## src/rtl/ysyx_23060025_lsu.sv

```systemverilog
// Load/store unit between EXU and WBU: latches one op, runs a single-beat bus transaction for loads/stores.
// Non-memory ops present one cycle after acceptance; memory ops after DONE. WBU back-pressure holds all state.
module ysyx_23060025_lsu #(
  parameter int DATA_LEN = 32,
  parameter int ADDR_LEN = 32
) (
  input  logic                  clock,
  input  logic                  reset,
  input  logic                  es_to_ms_valid,
  output logic                  ms_allowin_o,
  input  logic                  wd_i,
  input  logic [4:0]            wreg_i,
  input  logic [DATA_LEN-1:0]   alu_result_i,
  input  logic [DATA_LEN-1:0]   store_data_i,
  input  logic                  mem_ren_i,
  input  logic                  mem_wen_i,
  input  logic [1:0]            mem_size_i,
  input  logic                  mem_sext_i,
  input  logic [DATA_LEN-1:0]   csr_wdata_i,
  input  logic [DATA_LEN-1:0]   csr_mcause_i,
  input  logic [2:0]            csr_type_i,
  input  logic [11:0]           csr_waddr_i,
  input  logic                  ebreak_flag_i,
  output logic                  ms_to_ws_valid,
  input  logic                  ws_allowin_i,
  output logic                  wd_o,
  output logic [4:0]            wreg_o,
  output logic [DATA_LEN-1:0]   reg_wdata_o,
  output logic [DATA_LEN-1:0]   csr_wdata_o,
  output logic [2:0]            csr_type_o,
  output logic [11:0]           csr_waddr_o,
  output logic [DATA_LEN-1:0]   csr_mcause_o,
  output logic                  ebreak_flag_o,
  output logic                  lsu_exc_o,
  output logic [3:0]            lsu_exc_code_o,
  output logic                  req_valid_o,
  input  logic                  req_ready_i,
  output logic [ADDR_LEN-1:0]   req_addr_o,
  output logic [DATA_LEN-1:0]   req_wdata_o,
  output logic                  req_wen_o,
  output logic [DATA_LEN/8-1:0] req_wstrb_o,
  input  logic                  resp_valid_i,
  input  logic [DATA_LEN-1:0]   resp_rdata_i,
  input  logic                  resp_err_i
);

  localparam int STRB_W = DATA_LEN / 8;

  typedef enum logic [1:0] {IDLE, REQ, WAIT, DONE} state_t;

  typedef struct packed {
    logic                wd;
    logic [4:0]          wreg;
    logic [DATA_LEN-1:0] alu_result;
    logic [DATA_LEN-1:0] store_data;
    logic                ren;
    logic                wen;
    logic [1:0]          size;
    logic                sext;
    logic [DATA_LEN-1:0] csr_wdata;
    logic [DATA_LEN-1:0] csr_mcause;
    logic [2:0]          csr_type;
    logic [11:0]         csr_waddr;
    logic                ebreak;
  } ms_t;

  state_t              state, state_nxt;
  ms_t                 ms;
  logic                ms_valid;
  logic                ms_mem;
  logic                ms_ready_go;
  logic                accept;
  logic                in_mem;
  logic                in_misaligned;
  logic                exc_q, exc_nxt;
  logic [3:0]          code_q, code_nxt;
  logic [DATA_LEN-1:0] rdata_q, rdata_nxt;
  logic [1:0]          off;
  logic [7:0]          lane_b;
  logic [15:0]         lane_h;
  logic [DATA_LEN-1:0] load_data;
  logic [STRB_W-1:0]   strb;

  assign ms_mem         = ms.ren | ms.wen;
  assign ms_ready_go    = !ms_mem || (state == DONE);
  assign ms_to_ws_valid = ms_valid & ms_ready_go;
  // Held low during reset so the whole port reads zero while reset is asserted.
  assign ms_allowin_o   = reset & (!ms_valid | (ms_ready_go & ws_allowin_i));
  assign accept         = es_to_ms_valid & ms_allowin_o;

  assign in_mem        = mem_ren_i | mem_wen_i;
  assign in_misaligned = ((mem_size_i == 2'b01) & alu_result_i[0]) |
                         (mem_size_i[1] & (|alu_result_i[1:0]));

  always_ff @(posedge clock or negedge reset) begin
    if (!reset) begin
      state   <= IDLE;
      exc_q   <= 1'b0;
      code_q  <= 4'd0;
      rdata_q <= '0;
    end else begin
      state   <= state_nxt;
      exc_q   <= exc_nxt;
      code_q  <= code_nxt;
      rdata_q <= rdata_nxt;
    end
  end

  always_comb begin
    state_nxt = state;
    exc_nxt   = exc_q;
    code_nxt  = code_q;
    rdata_nxt = rdata_q;
    if (accept) begin
      exc_nxt   = 1'b0;
      code_nxt  = 4'd0;
      rdata_nxt = '0;
      if (!in_mem) begin
        state_nxt = IDLE;
      end else if (in_misaligned) begin
        state_nxt = DONE;
        exc_nxt   = 1'b1;
        code_nxt  = mem_wen_i ? 4'd6 : 4'd4;
      end else begin
        state_nxt = REQ;
      end
    end else begin
      case (state)
        REQ:  if (req_ready_i) state_nxt = WAIT;
        WAIT: if (resp_valid_i) begin
          state_nxt = DONE;
          rdata_nxt = resp_rdata_i;
          if (resp_err_i) begin
            exc_nxt  = 1'b1;
            code_nxt = ms.wen ? 4'd7 : 4'd5;
          end
        end
        DONE: if (ws_allowin_i) state_nxt = IDLE;
        default: state_nxt = state;
      endcase
    end
  end

  always_ff @(posedge clock or negedge reset) begin
    if (!reset) begin
      ms_valid <= 1'b0;
      ms       <= '0;
    end else if (accept) begin
      ms_valid <= 1'b1;
      ms       <= '{wd: wd_i, wreg: wreg_i, alu_result: alu_result_i,
                    store_data: store_data_i, ren: mem_ren_i, wen: mem_wen_i,
                    size: mem_size_i, sext: mem_sext_i, csr_wdata: csr_wdata_i,
                    csr_mcause: csr_mcause_i, csr_type: csr_type_i,
                    csr_waddr: csr_waddr_i, ebreak: ebreak_flag_i};
    end else if (ms_to_ws_valid & ws_allowin_i) begin
      ms_valid <= 1'b0;
    end
  end

  assign off = ms.alu_result[1:0];

  always_comb begin
    lane_b = resp_lane(rdata_q, off);
    lane_h = off[1] ? rdata_q[31:16] : rdata_q[15:0];
    case (ms.size)
      2'b00:   load_data = {{(DATA_LEN-8){ms.sext & lane_b[7]}}, lane_b};
      2'b01:   load_data = {{(DATA_LEN-16){ms.sext & lane_h[15]}}, lane_h};
      default: load_data = rdata_q;
    endcase
  end

  function automatic logic [7:0] resp_lane(input logic [DATA_LEN-1:0] d, input logic [1:0] o);
    case (o)
      2'd0:    resp_lane = d[7:0];
      2'd1:    resp_lane = d[15:8];
      2'd2:    resp_lane = d[23:16];
      default: resp_lane = d[31:24];
    endcase
  endfunction

  always_comb begin
    case (ms.size)
      2'b00:   strb = {{(STRB_W-1){1'b0}}, 1'b1} << off;
      2'b01:   strb = {{(STRB_W-2){1'b0}}, 2'b11} << off;
      default: strb = '1;
    endcase
  end

  // Request fields read zero outside REQ and stay frozen while REQ waits for ready.
  assign req_valid_o = (state == REQ);
  assign req_addr_o  = req_valid_o ? ms.alu_result[ADDR_LEN-1:0] : '0;
  assign req_wdata_o = req_valid_o ? (ms.store_data << {off, 3'b000}) : '0;
  assign req_wen_o   = req_valid_o & ms.wen;
  assign req_wstrb_o = req_valid_o ? strb : '0;

  assign lsu_exc_o      = exc_q & ms_to_ws_valid;
  assign lsu_exc_code_o = lsu_exc_o ? code_q : 4'd0;
  assign wd_o           = ms.wd & ms_to_ws_valid & !exc_q;
  assign wreg_o         = ms.wreg;
  assign reg_wdata_o    = ms.ren ? load_data : ms.alu_result;
  assign csr_wdata_o    = ms.csr_wdata;
  assign csr_type_o     = ms_to_ws_valid ? ms.csr_type : 3'd0;
  assign csr_waddr_o    = ms.csr_waddr;
  assign csr_mcause_o   = ms.csr_mcause;
  assign ebreak_flag_o  = ms.ebreak;

endmodule

```

## config.mk

```make
export PLATFORM = sky130hd
export DESIGN_NAME = ysyx_23060025_lsu
export DESIGN_NICKNAME = d
export VERILOG_FILES = /design/src/rtl/ysyx_23060025_lsu.sv
export SDC_FILE = /design/constraint.sdc
export NUM_CORES = 1
export LEC_CHECK = 0
export ABC_AREA = 1
export ABC_CLOCK_PERIOD_IN_PS = 1500
export BUFFER_PORTS_ARGS = -buffer_cell sky130_fd_sc_hd__buf_4
export CAP_MARGIN = 5
export CORE_ASPECT_RATIO = 1.2
export CORE_MARGIN = 2
export CORE_UTILIZATION = 45
export DETAILED_ROUTE_END_ITERATION = 12
export PLACE_DENSITY = 0.78
export SYNTH_ARGS = -nofsm -noshare
export SYNTH_HDL_FRONTEND = slang
export SYNTH_SLANG_ARGS = --single-unit
```

## constraint.sdc

```tcl
create_clock -name clock -period 1.5 [get_ports clock]
set_input_delay 0.075 -clock clock [delete_from_list [all_inputs] [get_ports clock]]
set_output_delay 0.075 -clock clock [all_outputs]
set_load 0.1 [all_outputs]
```

==> results.md, run 1 <==
Run status:
- The flow did not finish.
- The flow stopped in global routing.
- The tool reported: "[ERROR GRT-0232] Routing congestion too high. Check the congestion heatmap in the GUI".

Floorplanning:
- The starting density of the core is 0.457.
- The die is 166 um tall.
- The horizontal die dimension is 139 um.
- The number of placed I/O pins is 389.
- After floorplanning, the core was divided into 59 placement rows.

Clocking:
- The maximum count of clock buffers along a single path is 2.
- The root buffer selected by CTS is sky130_fd_sc_hd__clkbuf_16.
- Clock tree synthesis inserted a total of 17 buffers.
- CTS saw 193 sinks.
- The H-tree was split into 4 levels.

Synthesis:
- Ranked by total cell area, the synthesized netlist is headed by sky130_fd_sc_hd__dfrtp_1, sky130_fd_sc_hd__nand2_1, sky130_fd_sc_hd__buf_4.
- The total nets after synthesis is 1477.
- The area of the mapped netlist is 9890 um^2.
- The cell taking the most area after synthesis is sky130_fd_sc_hd__dfrtp_1.
- The most common cell in the synthesized netlist is sky130_fd_sc_hd__nand2_1.
- Of the synthesized area, sequential elements account for 0.488.
- The share of synthesized area in the top cell type comes to 0.488.
- The number of synthesized flops with an enable pin is 0.
- The number of instances in the synthesized netlist is 1283.
- The number of flip-flops and latches in the synthesized netlist is 193.
- The leading register cell type out of synthesis is sky130_fd_sc_hd__dfrtp_1.
- The count of different cell masters after synthesis is 34.
- The post-synthesis average cell area is 7.71 um^2.
- Yosys printed 0 warnings.
- The fraction of synthesis flops using an asynchronous set or reset pin is 1.00.
- After synthesis, the most frequently instantiated cells are sky130_fd_sc_hd__nand2_1, sky130_fd_sc_hd__dfrtp_1, sky130_fd_sc_hd__buf_4.

Global route:
- After global routing the overflow that remains totals 1157.
- The pin count of the biggest net entering global routing is 73.
- The total global routing track utilization is 0.931.

STA:
- The final worst endpoint reported by repair_timing after global routing is reg_wdata_o[14].
- The worst endpoint kind after the last repair is a primary output.

Placement:
- The wire-length estimate of the detail-placed layout is 24.7 mm.
- Buffers placed on the I/O ports in this run total 387.
- The count of placed standard cells including taps is 1902.
- The routability congestion estimate from global placement is 0.922.
- At the placement stage, the worst setup path has a slack of -0.303 ns.
==> what timing repair did <==
item,4_1_cts
setup endpoints to repair,298
resized for setup,472
hold endpoints to repair,253
hold buffers,188
cloned,11
buffers inserted,28
pin swaps,26
==> routing by layer <==
| metal | overflow | global-route usage |
|---|---|---|
| met1 | 10 | 0.871 |
| met2 | 778 | 1.15 |
| met3 | 10 | 0.715 |
| met4 | 359 | 1.10 |
| met5 | 0 | 0.198 |
==> metrics by stage <==
stage / area [um^2] / hold WS, ns
2_1_floorplan: 11100 / -0.221
3_3_place_gp: 14400 / -0.0771
3_5_place_dp: 14400 / -0.0749
4_1_cts: 19300 / 0.0292
==> logic make-up after synthesis <==
kind of cell           count (synthesis)  share of synthesized area
AND/OR/NAND/NOR                      631                      0.253
AO/OA/AOI/OAI                        206                      0.123
other                                  1                   0.000379
buffers and inverters                251                      0.134
multiplexers                           1                    0.00101
flip-flops                           193                      0.488
==> inputs of run 2 (changes only) <==
--- a/config.mk
+++ b/config.mk
@@ -6,14 +6,13 @@
 export NUM_CORES = 1
 export LEC_CHECK = 0
 export ABC_AREA = 1
-export ABC_CLOCK_PERIOD_IN_PS = 1500
+export ABC_CLOCK_PERIOD_IN_PS = 1950
 export BUFFER_PORTS_ARGS = -buffer_cell sky130_fd_sc_hd__buf_4
 export CAP_MARGIN = 5
-export CORE_ASPECT_RATIO = 1.2
 export CORE_MARGIN = 2
-export CORE_UTILIZATION = 45
+export CORE_UTILIZATION = 35
 export DETAILED_ROUTE_END_ITERATION = 12
-export PLACE_DENSITY = 0.78
+export PLACE_DENSITY_LB_ADDON = 0.15
 export SYNTH_ARGS = -nofsm -noshare
 export SYNTH_HDL_FRONTEND = slang
 export SYNTH_SLANG_ARGS = --single-unit
==> constraint.sdc (replaced) <==
create_clock -name clock -period 1.95 [get_ports clock]
set_input_delay 0.0975 -clock clock [delete_from_list [all_inputs] [get_ports clock]]
set_output_delay 0.0975 -clock clock [all_outputs]
set_load 0.1 [all_outputs]
==> run 2 against run 1 <==
Against the previous run: the flow now finishes, with violations (negative setup slack); synthesized cell count unchanged; area after synthesis unchanged.
==> results.md, run 2 <==
Placement:
- The number of buffer cells added on primary ports is 387 (unchanged).
- The HPWL reported at the end of detailed placement came to 24.2 mm (-2.2%).
- The routability congestion estimate from global placement is 0.897 (-2.6%).

Drt:
- In this run the remaining antenna-violating nets after routing total 0.
- The average via count per standard cell is 4.81.
- In the routed design, unresolved DRC markers number 0.
- The via count is 10400.
- The first detailed-routing pass took 5 iterations.
- In the final routed layout, each cell accounts on average for 17.4 um.
- The detailed router finished its first iteration with 694 violations.
- The final layout contains routed wiring with a total length of 37.7 mm.

Synthesis:
- The area of the mapped netlist is 9890 um^2 (unchanged).
- Yosys instantiated no cell more often than sky130_fd_sc_hd__nand2_1.
- The largest total area in the synthesized netlist belongs to sky130_fd_sc_hd__dfrtp_1.
- Counting instances in the post-synthesis netlist gives the leading cell types as sky130_fd_sc_hd__nand2_1, sky130_fd_sc_hd__dfrtp_1, sky130_fd_sc_hd__buf_4.
- The total nets after synthesis was 1477 (unchanged).
- The number of warnings issued by yosys is 0 (unchanged).
- The number of flip-flops and latches in the synthesized netlist is 193 (unchanged).
- The number of instances in the synthesized netlist came to 1283 (unchanged).
- The share of the synthesized area in the top cell type came to 0.488 (unchanged).
- The count of different cell masters after synthesis is 34 (unchanged).
- The fraction of the yosys area taken by sequential cells is 0.488 (unchanged).
- The leading register cell type out of synthesis is sky130_fd_sc_hd__dfrtp_1.
- The fraction of synthesis flops using an asynchronous set or reset pin is 1.00 (unchanged).
- The post-synthesis average cell area came to 7.71 um^2 (unchanged).
- The number of synthesized flops with an enable pin was 0 (unchanged).
- Ranked by total cell area, the synthesized netlist is headed by sky130_fd_sc_hd__dfrtp_1, sky130_fd_sc_hd__nand2_1, sky130_fd_sc_hd__buf_4.

STA:
- The max-slew violation count is 0.
- The portion of the clock cycle consumed by the worst path in the final layout is 1.13.
- For the final database, setup skew stands at 0.0184 ns.
- The final critical-path required period is 2.20 ns.
- Setup repair after global routing could not meet its margin everywhere.
- The measured slew at the worst slew-check pin is 0.773 ns.
- After layout, the worst setup slack is -0.254 ns.
- The worst pin sits at a relative slew slack of 0.485.
- For this run, the top clock speed supported by timing is 454 MHz.
- The number of setup violations in the final report is 55.
- The number of endpoints with negative hold slack in the final report is 0.

Final layout:
- In the layout the commonest cells are sky130_fd_sc_hd__nand2_1, sky130_fd_sc_hd__buf_4, sky130_fd_sc_hd__dfrtp_1, sky130_fd_sc_hd__dlygate4sd3_1, sky130_fd_sc_hd__buf_12.
- The proportion of layout cells with a drive suffix above 1 is 0.359.
- The leading cell type in the layout, fill and taps excluded is sky130_fd_sc_hd__nand2_1.
- The register bank with the most flops is ms.
- In the final design database the tool counted 1969 nets.
- The layout overhead on the synthesized area is 74.7%.
- The number of flip-flops under the largest register name is 73.
- The final cell utilization of the core is 0.622.

Critical path:
- For the worst flop-to-flop path, the logic depth is 9.
- The delay of the slowest cell on the worst path is 0.39 ns.
- Together, buffers and inverters on the worst path number 3.
- The cell family contributing the most delay on the critical path is compound AO/OA/AOI/OAI gates.
- The worst setup path is of the reg -> out kind.
- The worst-path maximum fanout is 7.
- The element type at the critical path end is an output pin.
- In this run the critical register-to-register path is captured at ms[143].
- The setup check on the worst reg-to-reg path leaves a slack of 0.14 ns.
- The library cell contributing the largest single delay on the critical path is sky130_fd_sc_hd__dfrtp_1.
- Walking the worst path, the cells encountered are inv_2 > nand2_1 > buf_4 > o21ai_0 > nor2_1 > a22oi_2 > buf_12.
- The kind of start point of the critical path is a register.
- STA puts the critical path data required time at 1.85 ns.
- The startpoint of the worst-slack reg-to-reg timing path is state[1].
- The arrival time of the worst setup path is 2.11 ns.

Global route:
- The number of antenna violations at the first check in global routing is 1.
- The total overflow reported by the global router is 0.
- The global-route wire length before repair is 56.6 mm.
- Across every metal layer, demand over resource in global routing totals 0.246.
- The via count of the first global-routing pass is 10500.
- The pin count of the biggest net entering global routing is 143.

Floorplanning:
- The count of standard-cell rows is 61 (+3.4%).
- The die extent in y is 172 um (+3.4%).
- The horizontal die dimension is 172 um (+24%).
- The starting density of the core is 0.356 (-0.101).
- The number of placed I/O pins is 389 (unchanged).
- The core region is 27800 um^2.
- The die outline area is 29600 um^2.

Clocking:
- The number of buffers created by CTS is 17 (unchanged).
- The maximum count of clock buffers along a single path came to 2 (unchanged).
- The H-tree depth is 4 (unchanged).
- The root buffer selected by CTS is sky130_fd_sc_hd__clkbuf_16.
- For the worst-skew pair, the clock arrives at the later sink with an insertion delay of 0.44 ns.
- The register clock-pin slew on the reported worst setup and hold paths is 0.09 ns.
- The number of sinks handled by clock tree synthesis is 193 (unchanged).
- The clock tree from TritonCTS is done.

Run status:
- The run finished, with violations left.
- The final reports fail on negative setup slack.

Hold path:
- The path type of the worst min-delay path is in -> async.

Job:
- The tool flagged a number of max-cap violations equal to 0.
run 2: cell counts after synthesis:
Identical to the previous run, type by type.
run 2: how the worst max path moves through the flow:
| stage | start | endpoint | slack (ns) | depth (start not counted) |
|---|---|---|---|---|
| detailed placement | ms[118] | reg_wdata_o[28] | -0.14 | 8 |
| floorplan | ms[118] | req_wdata_o[18] | -0.23 | 6 |
| finish | ms[82] | reg_wdata_o[15] | -0.25 | 7 |
| global route | ms[118] | reg_wdata_o[27] | -0.35 | 8 |
| CTS | ms[118] | reg_wdata_o[21] | -0.25 | 9 |
| global placement | ms[118] | reg_wdata_o[28] | -0.04 | 8 |
run 2: timing repair:
| item | CTS | global route |
|---|---|---|
| hold buffers | 188 | 0 |
| pin swaps | 6 | 3 |
| gates resized for setup | 247 | 76 |
| gates cloned | 2 | 1 |
| hold endpoints to repair | 264 | 0 |
| setup buffers | 12 | 4 |
| setup endpoints to repair | 75 | 79 |
run 2: layout make-up:
type                       count  area, um^2
fill                        2396       10500
timing repair buffer         633        6410
sequential                   193        4830
multi-input combinational    840        4630
tap                          378         473
clock buffer                  18         429
inverter                      90         372
clock inverter                14         138
antenna                        1        2.50
run 2: metrics by stage:
step / hold WS, ns / setup slack [ns] / instances / cell area [um^2] / setup TNS (ns)
final: 0.0705 / -0.254 / 2167 / 17300 / -7.74
after global routing: 0.0728 / -0.352 / 2167 / 17300 / -14.81
after CTS: 0.0451 / -0.248 / 2162 / 17000 / -8.65
after detailed placement: -0.0422 / -0.140 / 1928 / 13500 / -0.414
after global placement: -0.0440 / -0.0448 / 1928 / 13500 / -0.0892
after floorplan: -0.198 / -0.225 / 1283 / 10700 / -9.56
run 2: cell families after synthesis:
family / synth area share
flops: 0.488
buf+inv: 0.134
other cells: 0.000379
mux: 0.00101
simple gates: 0.253
compound gates: 0.123
run 2: routing by layer:
layer | GRT usage | wire length [um] | vias to the layer above
li1 | - | - | 5012
met1 | 0.315 | 15600 | 4977
met3 | 0.0542 | 2450 | 54
met2 | 0.417 | 18800 | 379
met4 | 0.0709 | 881 | 0
met5 | 0 | 0 | -
run 2: worst reg2reg max path, stage by stage (launching register included):
cell and delay [ns]:
sky130_fd_sc_hd__dfrtp_1 0.42, sky130_fd_sc_hd__nand2_1 0.11, sky130_fd_sc_hd__o21ai_2 0.09, sky130_fd_sc_hd__nand2_1 0.12
sky130_fd_sc_hd__nand2_2 0.10, sky130_fd_sc_hd__nand3_4 0.19, sky130_fd_sc_hd__inv_6 0.16, sky130_fd_sc_hd__buf_12 0.27
sky130_fd_sc_hd__nand2_1 0.16, sky130_fd_sc_hd__o21ai_1 0.12
Power of run 2 is not shown: default switching activity piles up to over one toggle a cycle in this logic, so the estimate is an artifact.
